==> config.mk <==
export PLATFORM = sky130hd
export DESIGN_NAME = mod_seq_ctrl
export DESIGN_NICKNAME = d
export VERILOG_FILES = /design/src/rtl/mod_seq_ctrl.sv
export SDC_FILE = /design/constraint.sdc
export NUM_CORES = 1
export LEC_CHECK = 0
export CAP_MARGIN = 5
export CORE_MARGIN = 5
export CORE_UTILIZATION = 33
export DETAILED_ROUTE_END_ITERATION = 12
export PLACE_DENSITY = 0.61
export SETUP_SLACK_MARGIN = 0.2
export SLEW_MARGIN = 20
export SYNTH_ARGS = -nofsm -noshare
export SYNTH_HDL_FRONTEND = slang
export SYNTH_SLANG_ARGS = --single-unit
==> constraint.sdc <==
create_clock -name clk -period 4.7 [get_ports clk]
set_clock_uncertainty 0.1 [all_clocks]
set_input_delay 1.175 -clock clk [delete_from_list [all_inputs] [get_ports clk]]
set_output_delay 1.175 -clock clk [all_outputs]
set_load 0.01 [all_outputs]
==> src/rtl/mod_seq_ctrl.sv <==
// Run-time sequencer for the AM/FM modulator datapath.
// Shadows settings, applies them at safe points, gates sample flow.
module mod_seq_ctrl #(
    parameter int LAT     = 7,
    parameter int RST_CYC = 2,
    parameter int CW      = 4
) (
    input  logic        clk,
    input  logic        rst,
    input  logic        wr_en,
    input  logic [1:0]  wr_addr,
    input  logic [23:0] wr_data,
    input  logic [15:0] s_data,
    input  logic        s_valid,
    output logic        s_ready,
    output logic [15:0] mod_i_data,
    output logic        mod_val_in,
    output logic        mod_rst,
    output logic        c_fm_am,
    output logic [23:0] frec_por,
    output logic [15:0] im_am,
    output logic [15:0] im_fm,
    input  logic        mod_val_out,
    output logic        m_valid,
    output logic        busy
);

    localparam logic [2:0] S_IDLE   = 3'd0;
    localparam logic [2:0] S_APPLY  = 3'd1;
    localparam logic [2:0] S_RESET  = 3'd2;
    localparam logic [2:0] S_SETTLE = 3'd3;
    localparam logic [2:0] S_RUN    = 3'd4;
    localparam logic [2:0] S_DRAIN  = 3'd5;

    localparam logic [CW-1:0] LAT_T = CW'(LAT - 1);
    localparam logic [CW-1:0] RST_T = CW'(RST_CYC - 1);

    logic [2:0]    state;
    logic [2:0]    state_nxt;
    logic [CW-1:0] cnt;
    logic [CW-1:0] cnt_term;
    logic          pend;

    logic [23:0]   sh_frec;
    logic [15:0]   sh_am;
    logic [15:0]   sh_fm;
    logic          sh_fm_sel;
    logic          sh_en;

    logic          ctl_wr;
    logic          commit;
    logic          en_now;

    // A control write's enable takes effect for the commit it carries
    assign ctl_wr = wr_en && (wr_addr == 2'd3);
    assign commit = ctl_wr && wr_data[2];
    assign en_now = ctl_wr ? wr_data[1] : sh_en;

    // Shadow settings follow every write, whatever the state
    always_ff @(posedge clk or negedge rst) begin
        if (!rst) begin
            sh_frec   <= '0;
            sh_am     <= '0;
            sh_fm     <= '0;
            sh_fm_sel <= 1'b0;
            sh_en     <= 1'b0;
        end else if (wr_en) begin
            unique case (wr_addr)
                2'd0: sh_frec <= wr_data;
                2'd1: sh_am   <= wr_data[15:0];
                2'd2: sh_fm   <= wr_data[15:0];
                2'd3: begin
                    sh_fm_sel <= wr_data[0];
                    sh_en     <= wr_data[1];
                end
            endcase
        end
    end

    // Next-state decode of the apply/reset/settle/run/drain sequence
    always_comb begin
        state_nxt = state;
        case (state)
            S_IDLE:   if (commit && en_now) state_nxt = S_APPLY;
            S_APPLY:  state_nxt = S_RESET;
            S_RESET:  if (cnt == RST_T) state_nxt = S_SETTLE;
            S_SETTLE: if (cnt == LAT_T) state_nxt = S_RUN;
            S_RUN:    if (pend || commit) state_nxt = S_DRAIN;
            S_DRAIN: begin
                if (cnt == LAT_T) state_nxt = en_now ? S_APPLY : S_IDLE;
            end
            default:  state_nxt = S_IDLE;
        endcase
    end

    // APPLY counts as the first reset cycle, so it shares RESET's limit
    assign cnt_term = (state == S_APPLY || state == S_RESET) ? RST_T : LAT_T;

    // State register and the registered datapath reset
    always_ff @(posedge clk or negedge rst) begin
        if (!rst) begin
            state   <= S_IDLE;
            mod_rst <= 1'b1;
        end else begin
            state   <= state_nxt;
            mod_rst <= (state_nxt == S_IDLE) || (state_nxt == S_APPLY) ||
                       (state_nxt == S_RESET);
        end
    end

    // Saturating phase counter; carries across APPLY into RESET
    always_ff @(posedge clk or negedge rst) begin
        if (!rst) begin
            cnt <= '0;
        end else if (state_nxt != state && state != S_APPLY) begin
            cnt <= '0;
        end else if (state == S_IDLE || state == S_RUN) begin
            cnt <= '0;
        end else if (cnt != cnt_term) begin
            cnt <= cnt + 1'b1;
        end
    end

    // Commits arriving mid-sequence are remembered until RUN or DRAIN exit
    always_ff @(posedge clk or negedge rst) begin
        if (!rst) begin
            pend <= 1'b0;
        end else if (state == S_RUN) begin
            pend <= 1'b0;
        end else if (state == S_DRAIN && cnt == LAT_T) begin
            pend <= 1'b0;
        end else if (commit && state != S_IDLE) begin
            pend <= 1'b1;
        end
    end

    // Active settings are loaded only while in APPLY
    always_ff @(posedge clk or negedge rst) begin
        if (!rst) begin
            frec_por <= '0;
            im_am    <= '0;
            im_fm    <= '0;
            c_fm_am  <= 1'b0;
        end else if (state == S_APPLY) begin
            frec_por <= sh_frec;
            im_am    <= sh_am;
            im_fm    <= sh_fm_sel ? sh_fm : 16'd0;
            c_fm_am  <= sh_fm_sel;
        end
    end

    assign s_ready    = (state == S_RUN) && !pend;
    assign mod_i_data = s_data;
    assign mod_val_in = s_valid && s_ready;
    assign m_valid    = mod_val_out && (state == S_RUN || state == S_DRAIN);
    assign busy       = !(state == S_IDLE || state == S_RUN);

endmodule

==> results.md <==
- Status: finished, final reports clean
- Total power: 4130 uW
- Crit. path cell count: 4
- Worst Min Path Start: sh_frec[19]
- FF-to-FF Start: cnt[0]
- Nets: 577
- Area of the multi-input gates: 1710 um^2
- Leakage power: 0.00308 uW
- CP cell instances: clkdlybuf4s50_1, inv_1, nor2_1, clkdlybuf4s50_1
- # hold bufs at CTS: 0
- Drt first pass iters: 4
- Final Wtd Congestion: 0.764
- Syn nets: 501
- Die area: 17800 um^2
- CTS Root Cell: clkbuf_16
- Cells after Synth: 451
- Crit Path Category: in2out
- Final worst path period share: 75.9%
- Total CTS buffers: 17
- Grt ovf: 0
- Post-synth top area share: 61.1%
- H-tree Lvls: 4
- Slowest-stage cell, CP: clkdlybuf4s50_1
- Starting density of the core: 33.4%
- Unrepaired setup endpoints after global routing: no
- Hold endpoint: frec_por[19]
- WP buf/inv: 3
- Final hold violations: 0
- Synth area leaders: dfrtp_1, mux2_2, nand2_1
- Sequential area share after synthesis: 61.7%
- Core area: 15100 um^2
- P&R area growth vs syn: 32.1%
- Synth cell types: 39
- Most frequent CP cell: clkdlybuf4s50_1
- WP data arrival: 2.29 ns
- Setup crit end kind: output port
- Clk buf depth: 2
- Critical R2R Capture: cnt[0]
- Final Util: 44.1%
- Most used flip-flop cell after synthesis: dfrtp_1
- Kind of start point of the critical path: input port
- Post-synth EDFFs: 0
- P per Cell Area: 621 nW/um^2
- Critical Path RT: 3.42 ns
- Setup ws final: 1.13 ns
- Hold path depth: 2
- Total GRT Usage: 13.8%
- Clock-pin slew on the worst setup and hold paths: 0.05 ns
- Vias/cell: 4.73
- Drt wl/cell: 16.0 um
- DP Area: 6020 um^2
- Reg area: 3100 um^2
- Vias: 3440
- Area leader, netlist: dfrtp_1
- Post-route cell area: 6650 um^2
- Ys async rst share: 100%
- Die Y: 134 um
- Final setup fails: 0
- Max IR drop VDD: 278 uV
- Hold Crit Class: reg2reg
- CTS Sinks: 124
- First-pass GRT wire length: 19400 um
- Row cnt: 45
- Number of global-route vias before repair: 3703
- Fin crit period: 3.57 ns
- Cts repair resizes: 0
- R2R Setup Slk: 2.55 ns
- Setup Fix Bufs, Post-CTS: 0
- 1st-iter DRT viols: 156
- Initial antenna violation count: 0
- Slew Limit Headroom: 33.4%
- CTS tree: done
- Crit path max-delay family: buffers and inverters
- FILL cells: 1430
- Fmax: 280 MHz
- YS warnings: 0
- Syn avg cell area: 11.2 um^2
- Antenna diodes: 0
- Max stage delay on crit path: 0.54 ns
- Worst Tran Pin Value: 0.997 ns
- Die X: 134 um
- CP max FO: 1
- Port-buffer cells: 92
- Dpl ws: 1.13 ns
- Max cap viols: 0
- R2R depth: 6
- Final Max Tran Viols: 0
- Worst skew pair latency: 0.41 ns
- Dpl hpwl: 7360 um
- Ratio of cells with drive above 1 in the final layout: 18.6%
- Flops & latches, synth: 124
- DRC viols: 0
- Synth Cell Area: 5030 um^2
- Io pins: 125
- ANT nets after route: 0
- Total wire length: 11600 um
- Largest net degree at the start of global routing: 69
- Setup TNS: 0 ns
layer usage:
layer	part of all wire, %	up-vias	GRT usage [%]
li1	-	1621	-
met1	45	1723	16.7
met2	49	77	22.9
met3	4.2	19	4.04
met4	2.1	0	6.06
met5	0	-	0
cell usage in the layout (no fill, tap or decap), drive strengths merged, types with 2 or more instances in the layout:
master | synthesis | final
bufinv | 0 | 4
clkbuf | 15 | 25
nand3b | 2 | 2
nor2 | 7 | 7
mux2 | 58 | 58
ha | 3 | 3
nand2 | 156 | 156
nor3 | 2 | 2
a31oi | 2 | 2
a21oi | 7 | 7
nor3b | 2 | 2
dfrtp | 123 | 123
or2 | 2 | 2
nand3 | 18 | 18
clkdlybuf4s50 | 0 | 91
nand2b | 4 | 4
a211oi | 2 | 2
buf | 23 | 4
inv | 6 | 6
nor4b | 2 | 2
report_power, final:
part           switching (uW)  internal (uW)  leakage (uW)
clock network             444            941      0.000304
logic                     510            607       0.00125
registers                 227           1400       0.00153
flip-flops by register name, summed over array words and instances (netlist names):
| register | cells |
|---|---|
| sh_en | 1 |
| im_fm | 16 |
| pend | 1 |
| state | 3 |
| sh_fm_sel | 1 |
| sh_am | 16 |
| sh_fm | 16 |
| im_am | 16 |
| mod_rst | 1 |
| sh_frec | 24 |
| c_fm_am | 1 |
| cnt | 4 |
| frec_por | 24 |
cells by family (layout without fill, tap and decap cells):
kind of cell | Yosys count | after routing | synth area share, %
mux | 58 | 58 | 13.0
compound gates | 18 | 18 | 2.48
simple gates | 201 | 201 | 16.8
buf+inv | 44 | 132 | 4.75
xor+xnor | 2 | 2 | 0.348
flops | 124 | 124 | 61.7
fa+ha+maj | 4 | 4 | 0.969
area by class of cell:
| class | count | area share (%) |
|---|---|---|
| sequential | 124 | 46.7 |
| multi-input combinational | 283 | 25.7 |
| timing repair buffer | 95 | 14.3 |
| clock buffer | 25 | 7.45 |
| tap | 188 | 3.54 |
| clock inverter | 6 | 1.99 |
| inverter | 6 | 0.339 |
worst min-delay path: cells and delay by family, from the launching register on:
kind,cells,cell delay [ns]
and+or+nand+nor,2,0.10
DFF,1,0.33
cell usage after synthesis, drive strengths merged (2+ instances only):
master  count
nand3b      2
a211oi      2
nor3b       2
nor3        2
mux2       58
clkbuf     15
nor2        7
a31oi       2
nand2b      4
a21oi       7
buf        23
nand2     156
nor4b       2
inv         6
ha          3
dfrtp     123
or2         2
nand3      18
worst max path at each step:
stage / to / start / slack (ns)
2_1_floorplan: m_valid / mod_val_out / 2.06
3_3_place_gp: m_valid / mod_val_out / 1.12
3_5_place_dp: m_valid / mod_val_out / 1.13
4_1_cts: m_valid / mod_val_out / 1.12
5_1_grt: m_valid / mod_val_out / 1.07
6_report: m_valid / mod_val_out / 1.13
stage by stage:
| stage | std cells | hold WS, ns |
|---|---|---|
| 2_1_floorplan | 451 | 0.333 |
| 3_3_place_gp | 696 | 0.343 |
| 3_5_place_dp | 696 | 0.351 |
| 4_1_cts | 727 | 0.363 |
| 5_1_grt | 727 | 0.387 |
| 6_report | 727 | 0.360 |
(Power assumes the default switching activity.)
